File: config.mk
export PLATFORM = sky130hd
export DESIGN_NAME = sq_period_meter
export DESIGN_NICKNAME = d
export VERILOG_FILES = /design/src/rtl/sq_period_meter.sv
export SDC_FILE = /design/constraint.sdc
export NUM_CORES = 1
export LEC_CHECK = 0
export CORE_MARGIN = 8
export CORE_UTILIZATION = 54
export CTS_BUF_LIST = sky130_fd_sc_hd__clkbuf_4 sky130_fd_sc_hd__clkbuf_8 sky130_fd_sc_hd__clkbuf_16
export DETAILED_ROUTE_END_ITERATION = 10
export HOLD_SLACK_MARGIN = 0.03
export PLACE_DENSITY = 0.78
export SLEW_MARGIN = 30
export SYNTH_ARGS = -nofsm -noshare
export SYNTH_HDL_FRONTEND = slang
export SYNTH_SLANG_ARGS = --single-unit
File: constraint.sdc
create_clock -name clk -period 2 [get_ports clk]
set_input_delay 0.5 -clock clk [delete_from_list [all_inputs] [get_ports clk]]
set_output_delay 0.5 -clock clk [all_outputs]
set_load 0.01 [all_outputs]
File: src/rtl/sq_period_meter.sv
// Square-wave period meter: reports the high/low widths (in clk cycles) of each full sq_in period.
// Define SQ_PERIOD_METER_SYNC_EN to put sq_in through a 2-flop synchroniser before edge detect.
//
// state     | meaning
// ----------+--------------------------------------------------------------
// WAIT_RISE | idle after reset, waiting for the first true 0->1 transition
// MEAS_HIGH | counting cycles sampled high in the current period
// MEAS_LOW  | counting cycles sampled low; the next rise closes the period

module sq_period_meter #(
  parameter int CNT_W = 8
) (
  input  logic             clk,
  input  logic             rst,
  input  logic             sq_in,
  output logic [CNT_W-1:0] high_cnt,
  output logic [CNT_W-1:0] low_cnt,
  output logic             overflow,
  output logic             meas_valid,
  input  logic             meas_ack,
  output logic             meas_drop
);

  localparam logic [CNT_W-1:0] CNT_MAX = '1;
  localparam logic [CNT_W-1:0] CNT_ONE = CNT_W'(1);

  typedef enum logic [1:0] {
    WAIT_RISE,
    MEAS_HIGH,
    MEAS_LOW
  } state_t;

  state_t           state;
  logic             s;
  logic             sq_d;
  logic             rise;
  logic             fall;
  logic [CNT_W-1:0] hi_acc;
  logic [CNT_W-1:0] lo_acc;
  logic             ovf;

`ifdef SQ_PERIOD_METER_SYNC_EN
  // Synchroniser resets high so a line held high through reset is not seen as a rise.
  logic [1:0] sync_q;

  always_ff @(posedge clk) begin
    if (rst) begin
      sync_q <= 2'b11;
    end else begin
      sync_q <= {sync_q[0], sq_in};
    end
  end

  assign s = sync_q[1];
`else
  assign s = sq_in;
`endif

  assign rise = s & ~sq_d;
  assign fall = ~s & sq_d;

  always_ff @(posedge clk) begin
    if (rst) begin
      state      <= WAIT_RISE;
      sq_d       <= 1'b1;
      hi_acc     <= '0;
      lo_acc     <= '0;
      ovf        <= 1'b0;
      high_cnt   <= '0;
      low_cnt    <= '0;
      overflow   <= 1'b0;
      meas_valid <= 1'b0;
      meas_drop  <= 1'b0;
    end else begin
      sq_d      <= s;
      meas_drop <= 1'b0;

      // A capture below overrides this clear when both happen in one cycle.
      if (meas_valid && meas_ack) begin
        meas_valid <= 1'b0;
      end

      case (state)
        WAIT_RISE: begin
          if (rise) begin
            hi_acc <= CNT_ONE;
            ovf    <= 1'b0;
            state  <= MEAS_HIGH;
          end
        end

        MEAS_HIGH: begin
          if (fall) begin
            lo_acc <= CNT_ONE;
            state  <= MEAS_LOW;
          end else if (s) begin
            if (hi_acc == CNT_MAX) begin
              ovf <= 1'b1;
            end else begin
              hi_acc <= hi_acc + CNT_ONE;
            end
          end
        end

        MEAS_LOW: begin
          if (rise) begin
            high_cnt   <= hi_acc;
            low_cnt    <= lo_acc;
            overflow   <= ovf;
            meas_valid <= 1'b1;
            meas_drop  <= meas_valid & ~meas_ack;
            hi_acc     <= CNT_ONE;
            ovf        <= 1'b0;
            state      <= MEAS_HIGH;
          end else if (!s) begin
            if (lo_acc == CNT_MAX) begin
              ovf <= 1'b1;
            end else begin
              lo_acc <= lo_acc + CNT_ONE;
            end
          end
        end

        default: begin
          state <= WAIT_RISE;
        end
      endcase
    end
  end

endmodule

==> metrics.txt, run 1 <==
# TYPE chip_impl_metric gauge
chip_impl_info{name="status",value="complete, no violations"} 1
chip_impl_metric{name="worst_clock_skew",unit="ns"} 0.0119
chip_impl_metric{name="report.final.slew_viol_count",unit=""} 0
chip_impl_metric{name="ff2ff_path_depth",unit=""} 8
chip_impl_metric{name="ir_worst_vdd",unit="mV"} 0.283
chip_impl_info{name="setup.worst_path.class",value="flop to flop"} 1
chip_impl_info{name="netlist_top_cells_area",value="sky130_fd_sc_hd__dfxtp_1 (42%), sky130_fd_sc_hd__a21oi_1 (8.4%), sky130_fd_sc_hd__nand2_1 (8.2%)"} 1
chip_impl_metric{name="cts.clk_slew.worst_paths",unit="ns"} 0.12
chip_impl_info{name="critical_path.startpoint",value="state[0]$_SDFFE_PP0P_"} 1
chip_impl_metric{name="num_antenna_cells",unit=""} 0
chip_impl_metric{name="number_of_antenna_violations_at_the_first_check_in_global_routing",unit=""} 0
chip_impl_metric{name="ys.warnings.count",unit=""} 0
chip_impl_metric{name="hold_buffers",unit=""} 0
chip_impl_metric{name="first_global_vias",unit=""} 1482
chip_impl_metric{name="layout-area-overhead-vs-synth",unit="%"} 24.5
chip_impl_metric{name="core_area",unit="um2"} 3310
chip_impl_metric{name="place_congestion",unit=""} 0.973
chip_impl_metric{name="synthesis.area",unit="um2"} 1840
chip_impl_metric{name="drc_errors",unit=""} 0
chip_impl_info{name="critical_r2r_launch",value="state[0]$_SDFFE_PP0P_"} 1
chip_impl_info{name="synth.largest_area_cell",value="sky130_fd_sc_hd__dfxtp_1"} 1
chip_impl_metric{name="pin_count_of_the_biggest_net_entering_global_routing",unit=""} 20
chip_impl_metric{name="synth.ff_latch_count",unit=""} 39
chip_impl_metric{name="cts_buffer_depth",unit=""} 2
chip_impl_metric{name="cts_inserted_buffers",unit=""} 5
chip_impl_info{name="worst_setup_path_start_kind",value="flop"} 1
chip_impl_info{name="cts_tree",value="yes"} 1
chip_impl_metric{name="grt-ovfl-total",unit=""} 0
chip_impl_metric{name="grt_use_total",unit="%"} 15.0
chip_impl_metric{name="timing.final.hold_violations",unit=""} 0
chip_impl_metric{name="die_width",unit="um"} 74.4
chip_impl_info{name="hold_class",value="flop to flop"} 1
chip_impl_metric{name="wl_per_cell",unit="um"} 13.8
chip_impl_info{name="rsz0062_at_grt",value="false"} 1
chip_impl_metric{name="rrSetupSlack",unit="ns"} 0.11
chip_impl_metric{name="drt_iter0_markers",unit=""} 100
chip_impl_metric{name="post_synth_edffs",unit=""} 0
chip_impl_metric{name="dr.pass1.iters",unit=""} 5
chip_impl_metric{name="layout_min_cycle_time",unit="ns"} 1.89
chip_impl_metric{name="worst-endpoint-arrival",unit="ns"} 2.14
chip_impl_metric{name="start_util",unit="%"} 55.6
chip_impl_metric{name="detailed_place_hpwl",unit="um"} 2870
chip_impl_metric{name="dp.cells",unit=""} 288
chip_impl_metric{name="synth_async_sr_flop_share",unit="%"} 0
chip_impl_metric{name="maximum_fanout_along_the_worst_path",unit=""} 5
chip_impl_metric{name="vias_per_cell",unit=""} 5.74
chip_impl_metric{name="instance_count_of_the_mapped_netlist",unit=""} 219
chip_impl_metric{name="buffer_ports.inserted",unit=""} 22
chip_impl_metric{name="grt_pass1_wl",unit="um"} 6580
chip_impl_metric{name="site_row_count",unit=""} 21
chip_impl_metric{name="finalSetupViolations",unit=""} 0
chip_impl_metric{name="clock-sinks",unit=""} 39
chip_impl_metric{name="drive_above_1_share",unit="%"} 16.3
chip_impl_metric{name="fp.dieArea",unit="um2"} 5540
chip_impl_metric{name="tightest_slew",unit="ns"} 0.375
chip_impl_metric{name="ant_nets",unit=""} 0
chip_impl_info{name="r2r-end",value="hi_acc[3]$_SDFFE_PP0P_"} 1
chip_impl_metric{name="synthesis.area_per_instance",unit="um2"} 8.41
chip_impl_metric{name="synth_largest_type_area_fraction",unit="%"} 42.4
chip_impl_metric{name="timing.fmax",unit="MHz"} 530
chip_impl_info{name="category_of_the_worst_setup_path_capture_point",value="flop"} 1
chip_impl_metric{name="ios",unit=""} 23
chip_impl_info{name="ys_dominant_reg_cell",value="sky130_fd_sc_hd__dfxtp_1"} 1
chip_impl_metric{name="power.density_cell_area",unit="nW/um2"} 619
chip_impl_metric{name="timing.setup.tns",unit="ns"} 0
chip_impl_metric{name="synth.distinct_cells",unit=""} 45
chip_impl_metric{name="synth.net_count",unit=""} 228
chip_impl_metric{name="maxSlewHeadroom",unit="%"} 74.9
chip_impl_metric{name="ctsHtreeMaxLevel",unit=""} 2
chip_impl_metric{name="synth_seq_area_share",unit="%"} 42.4
chip_impl_metric{name="final_net_count",unit=""} 259
chip_impl_metric{name="timing.max_cap.violations",unit=""} 0
chip_impl_metric{name="die_h",unit="um"} 74.4
chip_impl_metric{name="route.vias.total",unit=""} 1704
chip_impl_metric{name="timing.final.crit_share",unit="%"} 94.3
chip_impl_info{name="timing.critical_path.to",value="hi_acc[3]$_SDFFE_PP0P_"} 1
chip_impl_metric{name="wirelength",unit="um"} 4090
chip_impl_info{name="cts-root-buf",value="sky130_fd_sc_hd__clkbuf_4"} 1
chip_impl_metric{name="post_layout_nonfiller_instances",unit=""} 297
chip_impl_metric{name="worst_skew_pair.late_latency",unit="ns"} 0.34
chip_impl_metric{name="worstPathRequired",unit="ns"} 2.25
chip_impl_metric{name="cellLeakagePower",unit="nW"} 0.734
## area by class of cell
cell class	count	area, um2
sequential	39	782
inverter	6	22.5
tap	46	57.6
clock inverter	3	43.8
timing repair buffer	39	360
fill	300	1020
multi-input combinational	159	990
clock buffer	5	37.5
## cells in the mapped netlist, drive strengths merged (2+ instances only)
cell	count
nand2	40
dfxtp	39
a21oi	31
nand3	9
o21ai	9
buf	8
o31ai	8
clkbuf	7
inv	6
or4	6
a311oi	5
ha	5
nor3	5
and3	4
nand2b	4
nand4	4
a211oi	3
a41oi	3
nor2	3
and2	2
nor2b	2
or3	2
## routing by layer
| layer | share of wire [%] | track usage (%) |
|---|---|---|
| met1 | 47 | 20.2 |
| met2 | 46 | 22.8 |
| met3 | 6.5 | 3.77 |
| met4 | 0.78 | 4.57 |
| met5 | 0 | 0 |
## registers in the layout (all words and copies together) (netlist names)
register / count
hi_acc: 8
low_cnt: 8
state: 2
high_cnt: 8
overflow: 1
meas_drop: 1
sq_d: 1
lo_acc: 8
meas_valid: 1
ovf: 1
## cells by family after synthesis
logic type	after synthesis	synth area share (%)
and+or+nand+nor	85	23.6
AOI/OAI and AO/OA	67	24.2
DFF	39	42.4
buffers and inverters	21	5.23
adders and majority gates	5	3.40
muxes	2	1.15
## stage by stage
| stage | cell area [um2] | setup slack [ns] | hold slack, ns | util, % | power, mW |
|---|---|---|---|---|---|
| final | 2290 | 0.114 | 0.461 | 69.3 | 1.42 |
| after global routing | 2290 | 0.0188 | 0.488 | 69.3 | 1.47 |
| after CTS | 2260 | 0.0313 | 0.463 | 68.3 | 1.43 |
| after detailed placement | 2180 | 0.00458 | 0.446 | 65.8 | 0.904 |
| after global placement | 2180 | 0.0309 | 0.442 | 65.8 | 0.904 |
| after floorplan | 1840 | 0.340 | 0.432 | - | 0.866 |
## worst max-delay path, stage by stage, from the launching register on
cell                        delay [ns]
sky130_fd_sc_hd__dfxtp_2          0.36
sky130_fd_sc_hd__inv_1            0.07
sky130_fd_sc_hd__ha_2             0.23
sky130_fd_sc_hd__buf_4            0.14
sky130_fd_sc_hd__nand2b_1         0.16
sky130_fd_sc_hd__a2111oi_4        0.27
sky130_fd_sc_hd__buf_4            0.20
sky130_fd_sc_hd__a41oi_1          0.12
sky130_fd_sc_hd__a311oi_1         0.24
## cells in the final DEF, fill, tap and decap left out, types with 2 or more instances in the layout
master	n
sky130_fd_sc_hd__a211oi_1	3
sky130_fd_sc_hd__a21oi_1	31
sky130_fd_sc_hd__a311oi_1	5
sky130_fd_sc_hd__a41oi_1	2
sky130_fd_sc_hd__and3_1	3
sky130_fd_sc_hd__buf_4	16
sky130_fd_sc_hd__clkbuf_4	5
sky130_fd_sc_hd__clkdlybuf4s50_1	22
sky130_fd_sc_hd__dfxtp_1	38
sky130_fd_sc_hd__ha_1	4
sky130_fd_sc_hd__inv_1	5
sky130_fd_sc_hd__nand2_1	40
sky130_fd_sc_hd__nand2b_1	4
sky130_fd_sc_hd__nand3_1	8
sky130_fd_sc_hd__nand4_1	4
sky130_fd_sc_hd__nor2_1	2
sky130_fd_sc_hd__nor2b_1	2
sky130_fd_sc_hd__nor3_1	3
sky130_fd_sc_hd__nor3_2	2
sky130_fd_sc_hd__o21ai_0	8
sky130_fd_sc_hd__o31ai_1	7
sky130_fd_sc_hd__or3_1	2
sky130_fd_sc_hd__or4_1	6
## power breakdown
group	switching (mW)	internal, mW	leakage [nW]
clock	0.265	0.263	0.0452
sequential	0.00461	0.781	0.315
combinational	0.0616	0.0443	0.374
## worst min path at each step
stage                                   startpoint                       end  depth (start not counted)
final                     high_cnt[2]$_SDFFE_PP0P_  high_cnt[2]$_SDFFE_PP0P_                          2
after global routing      high_cnt[3]$_SDFFE_PP0P_  high_cnt[3]$_SDFFE_PP0P_                          2
after CTS                 high_cnt[0]$_SDFFE_PP0P_  high_cnt[0]$_SDFFE_PP0P_                          2
after detailed placement  high_cnt[0]$_SDFFE_PP0P_  high_cnt[0]$_SDFFE_PP0P_                          2
after global placement    high_cnt[6]$_SDFFE_PP0P_  high_cnt[6]$_SDFFE_PP0P_                          2
after floorplan                   ovf$_SDFFE_PP0P_     overflow$_SDFFE_PP0P_                          2
## repair_timing
action | CTS | global route
endpoints found under the hold margin | 0 | 0
setup endpoints to repair | 0 | 6
resized for setup | 0 | 7
buffers inserted | 0 | 1
(Power assumes the default switching activity.)
==> run 2, diff against run 1 <==
- CORE_UTILIZATION: 54 -> 55
- DONT_BUFFER_PORTS: default -> 1
- PLACE_DENSITY: 0.78 -> 0.7
==> run 2 against run 1 <==
  * Clock skew barely moved
  * Final cell count is 9.1% lower
  * Combinational power down 31%
  * Core utilization shrank 8.0 points
  * Largest cell class unchanged
  * Cell area decreased by 12%
  * Fmax grew 0.59%
  * Sequential share of layout area grew 4.7 points
  * Count of clock-buffer cells in the layout stayed put
  * Non-clock buffer count decreased by 27
  * Hold slack worse by 0.26 ns
  * Wire length grew 2.8%
  * First-iteration DRC count increased by 75%
==> metrics.txt, run 2 (synthesis gave the netlist of run 1 again) <==
# TYPE chip_impl_metric gauge
chip_impl_metric{name="pwr-share-comb",unit="%"} 5.2
chip_impl_info{name="layer_with_the_highest_usage_after_global_routing",value="met2"} 1
chip_impl_metric{name="ctsHtreeMaxLevel",unit=""} 2
chip_impl_metric{name="crit_path_max_incr_delay",unit="ns"} 0.35
chip_impl_metric{name="post-route-worst-setup-slack",unit="ns"} 0.125
chip_impl_metric{name="maximum_fanout_along_the_worst_path",unit=""} 6
chip_impl_metric{name="maxSlewHeadroom",unit="%"} 65.2
chip_impl_metric{name="drive_above_1_share",unit="%"} 14.7
chip_impl_metric{name="gr-usage-met3",unit="%"} 4.77
chip_impl_metric{name="grt-ovfl-total",unit=""} 0
chip_impl_metric{name="hold_buffers",unit=""} 0
chip_impl_metric{name="fillers",unit=""} 300
chip_impl_metric{name="buffer_ports.inserted",unit=""} 0
chip_impl_metric{name="worst_skew_pair.late_latency",unit="ns"} 0.35
chip_impl_metric{name="cts.clk_slew.worst_paths",unit="ns"} 0.13
chip_impl_metric{name="wirelength",unit="um"} 4210
chip_impl_metric{name="power.density_cell_area",unit="nW/um2"} 693
chip_impl_info{name="cells_along_the_critical_path",value="inv_1 > ha_2 > buf_4 > nand2b_1 > a2111oi_4 > buf_4 > a41oi_1 > a311oi_1"} 1
chip_impl_metric{name="tightest_slew",unit="ns"} 0.522
chip_impl_metric{name="critPathBufInv",unit=""} 3
chip_impl_metric{name="ant_nets",unit=""} 0
chip_impl_metric{name="cts_buffer_depth",unit=""} 2
chip_impl_info{name="cp_slowest_cell",value="sky130_fd_sc_hd__dfxtp_1"} 1
chip_impl_metric{name="post_dp_cell_area",unit="um2"} 1910
chip_impl_metric{name="clock-sinks",unit=""} 39
chip_impl_info{name="cp_common_cell",value="sky130_fd_sc_hd__buf_4"} 1
chip_impl_metric{name="vias_per_cell",unit=""} 6.09
chip_impl_metric{name="fp.dieArea",unit="um2"} 5460
chip_impl_metric{name="timing.fmax",unit="MHz"} 533
chip_impl_metric{name="timing.final.crit_share",unit="%"} 93.7
chip_impl_info{name="status",value="complete, no violations"} 1
chip_impl_metric{name="report.final.slew_viol_count",unit=""} 0
chip_impl_metric{name="grt_use_total",unit="%"} 16.1
chip_impl_metric{name="dr.pass1.iters",unit=""} 4
chip_impl_metric{name="layout_min_cycle_time",unit="ns"} 1.87
chip_impl_metric{name="core_area",unit="um2"} 3280
chip_impl_metric{name="die_width",unit="um"} 73.9
chip_impl_info{name="hold_class",value="primary input to flop"} 1
chip_impl_metric{name="route.vias.total",unit=""} 1643
chip_impl_info{name="layout_common_cells",value="sky130_fd_sc_hd__nand2_1 (40), sky130_fd_sc_hd__dfxtp_1 (39), sky130_fd_sc_hd__a21oi_1 (31), sky130_fd_sc_hd__buf_4 (12), sky130_fd_sc_hd__o21ai_0 (9)"} 1
chip_impl_metric{name="finalSetupViolations",unit=""} 0
chip_impl_info{name="setup.worst_path.class",value="flop to flop"} 1
chip_impl_metric{name="global_route.usage.met1",unit="%"} 19.6
chip_impl_metric{name="pwr-share-seq",unit="%"} 56.2
chip_impl_metric{name="worst_clock_skew",unit="ns"} 0.0123
chip_impl_metric{name="total_power",unit="mW"} 1.40
chip_impl_metric{name="timing.max_cap.violations",unit=""} 0
chip_impl_metric{name="grt_pass1_wl",unit="um"} 6890
chip_impl_metric{name="first_global_vias",unit=""} 1441
chip_impl_metric{name="ios",unit=""} 23
chip_impl_metric{name="site_row_count",unit=""} 21
chip_impl_metric{name="pin_count_of_the_biggest_net_entering_global_routing",unit=""} 35
chip_impl_metric{name="dp.cells",unit=""} 261
chip_impl_metric{name="drc_errors",unit=""} 0
chip_impl_metric{name="start_util",unit="%"} 56.1
chip_impl_metric{name="globalRouteMet2Util",unit="%"} 26.0
chip_impl_metric{name="timing.final.hold_violations",unit=""} 0
chip_impl_metric{name="post_layout_nonfiller_instances",unit=""} 270
chip_impl_metric{name="worstPathRequired",unit="ns"} 2.26
chip_impl_metric{name="wl_per_cell",unit="um"} 15.6
chip_impl_info{name="most_common_cell_after_layout_fill_and_taps_aside",value="sky130_fd_sc_hd__nand2_1"} 1
chip_impl_metric{name="detailed_place_hpwl",unit="um"} 2810
chip_impl_metric{name="worst-endpoint-arrival",unit="ns"} 2.13
chip_impl_metric{name="cellLeakagePower",unit="nW"} 0.623
chip_impl_metric{name="cell_internal_pwr",unit="mW"} 1.07
chip_impl_metric{name="netSwitchingPower",unit="mW"} 0.322
chip_impl_metric{name="dp_slack",unit="ns"} -0.0116
chip_impl_info{name="category_of_the_worst_setup_path_capture_point",value="flop"} 1
chip_impl_metric{name="number_of_antenna_violations_at_the_first_check_in_global_routing",unit=""} 0
chip_impl_metric{name="post-route-cell-area",unit="um2"} 2010
chip_impl_metric{name="final_net_count",unit=""} 232
chip_impl_metric{name="layout-area-overhead-vs-synth",unit="%"} 9.31
chip_impl_metric{name="clock_power_share",unit="%"} 38.5
chip_impl_metric{name="cts_inserted_buffers",unit=""} 5
chip_impl_info{name="path_delay_family",value="compound AO/OA/AOI/OAI gates"} 1
chip_impl_metric{name="switching_share",unit="%"} 23.1
chip_impl_info{name="worst_setup_path_start_kind",value="flop"} 1
chip_impl_metric{name="die_h",unit="um"} 73.9
chip_impl_metric{name="num_antenna_cells",unit=""} 0
chip_impl_metric{name="drt_iter0_markers",unit=""} 175
chip_impl_metric{name="place_congestion",unit=""} 0.821
chip_impl_metric{name="ir_worst_vdd",unit="mV"} 0.353
chip_impl_metric{name="final_util",unit="%"} 61.3
chip_impl_info{name="cts-root-buf",value="sky130_fd_sc_hd__clkbuf_4"} 1
chip_impl_info{name="cts_tree",value="yes"} 1
run 2: cell count changes in the layout (fill, tap and decap cells not counted), sizes merged:
cell and delta:
clkdlybuf4s50 -22, buf -5
run 2: repair_timing:
item                       CTS  global route
buffers inserted             0             1
gates resized for setup      1             3
setup endpoints to repair    1             7
cloned                       0             0
pin swaps                    0             1
run 2: final timing paths:
| path | from | endpoint | slack (ns) | depth (start not counted) |
|---|---|---|---|---|
| worst max register to register | state[1]$_SDFFE_PP0P_ | hi_acc[4]$_SDFFE_PP0P_ | 0.13 | 8 |
| worst max-delay path | state[1]$_SDFFE_PP0P_ | hi_acc[4]$_SDFFE_PP0P_ | 0.13 | 8 |
| worst min register to register | ovf$_SDFFE_PP0P_ | overflow$_SDFFE_PP0P_ | 0.46 | 2 |
| worst min-delay path | rst | low_cnt[2]$_SDFFE_PP0P_ | 0.20 | 1 |
run 2: per-stage QoR:
stage | hold slack, ns | TNS [ns]
finish | 0.198 | 0
global route | 0.166 | -0.0120
CTS | 0.183 | 0
detailed placement | 0.437 | -0.0116
global placement | 0.438 | 0
floorplan | 0.432 | 0
run 2: per-layer routing:
metal | routed length [um] | part of all wire [%]
met5 | 0 | 0
met4 | 22 | 0.52
met3 | 346 | 8.2
met2 | 1940 | 46
met1 | 1900 | 45
run 2: area by class of cell:
| cell class | count | area, um2 | area share (%) |
|---|---|---|---|
| clock buffers | 5 | 37.5 | 1.86 |
| clock inverters | 3 | 43.8 | 2.18 |
| inverters | 6 | 22.5 | 1.12 |
| multi-input cells | 159 | 981 | 48.7 |
| flip-flops and latches | 39 | 781 | 38.8 |
| well taps | 46 | 57.6 | 2.86 |
| repair buffers | 12 | 90.1 | 4.47 |
run 2: worst reg2reg max path, delay by kind of cell, from the launching register on:
| family | cells | cell delay (ns) |
|---|---|---|
| buffers and inverters | 3 | 0.46 |
| adder cells (fa/ha/maj) | 1 | 0.25 |
| AND/OR/NAND/NOR | 1 | 0.09 |
| AO/OA/AOI/OAI | 3 | 0.64 |
| flip-flops | 1 | 0.35 |
run 2: power groups by stage:
stage | clock (mW) | combinational, mW | sequential [mW]
3_3_place_gp | 0 | 0.0676 | 0.802
3_5_place_dp | 0 | 0.0695 | 0.802
2_1_floorplan | 0 | 0.0629 | 0.803
5_1_grt | 0.586 | 0.0801 | 0.787
4_1_cts | 0.549 | 0.0706 | 0.785
6_report | 0.538 | 0.0731 | 0.785
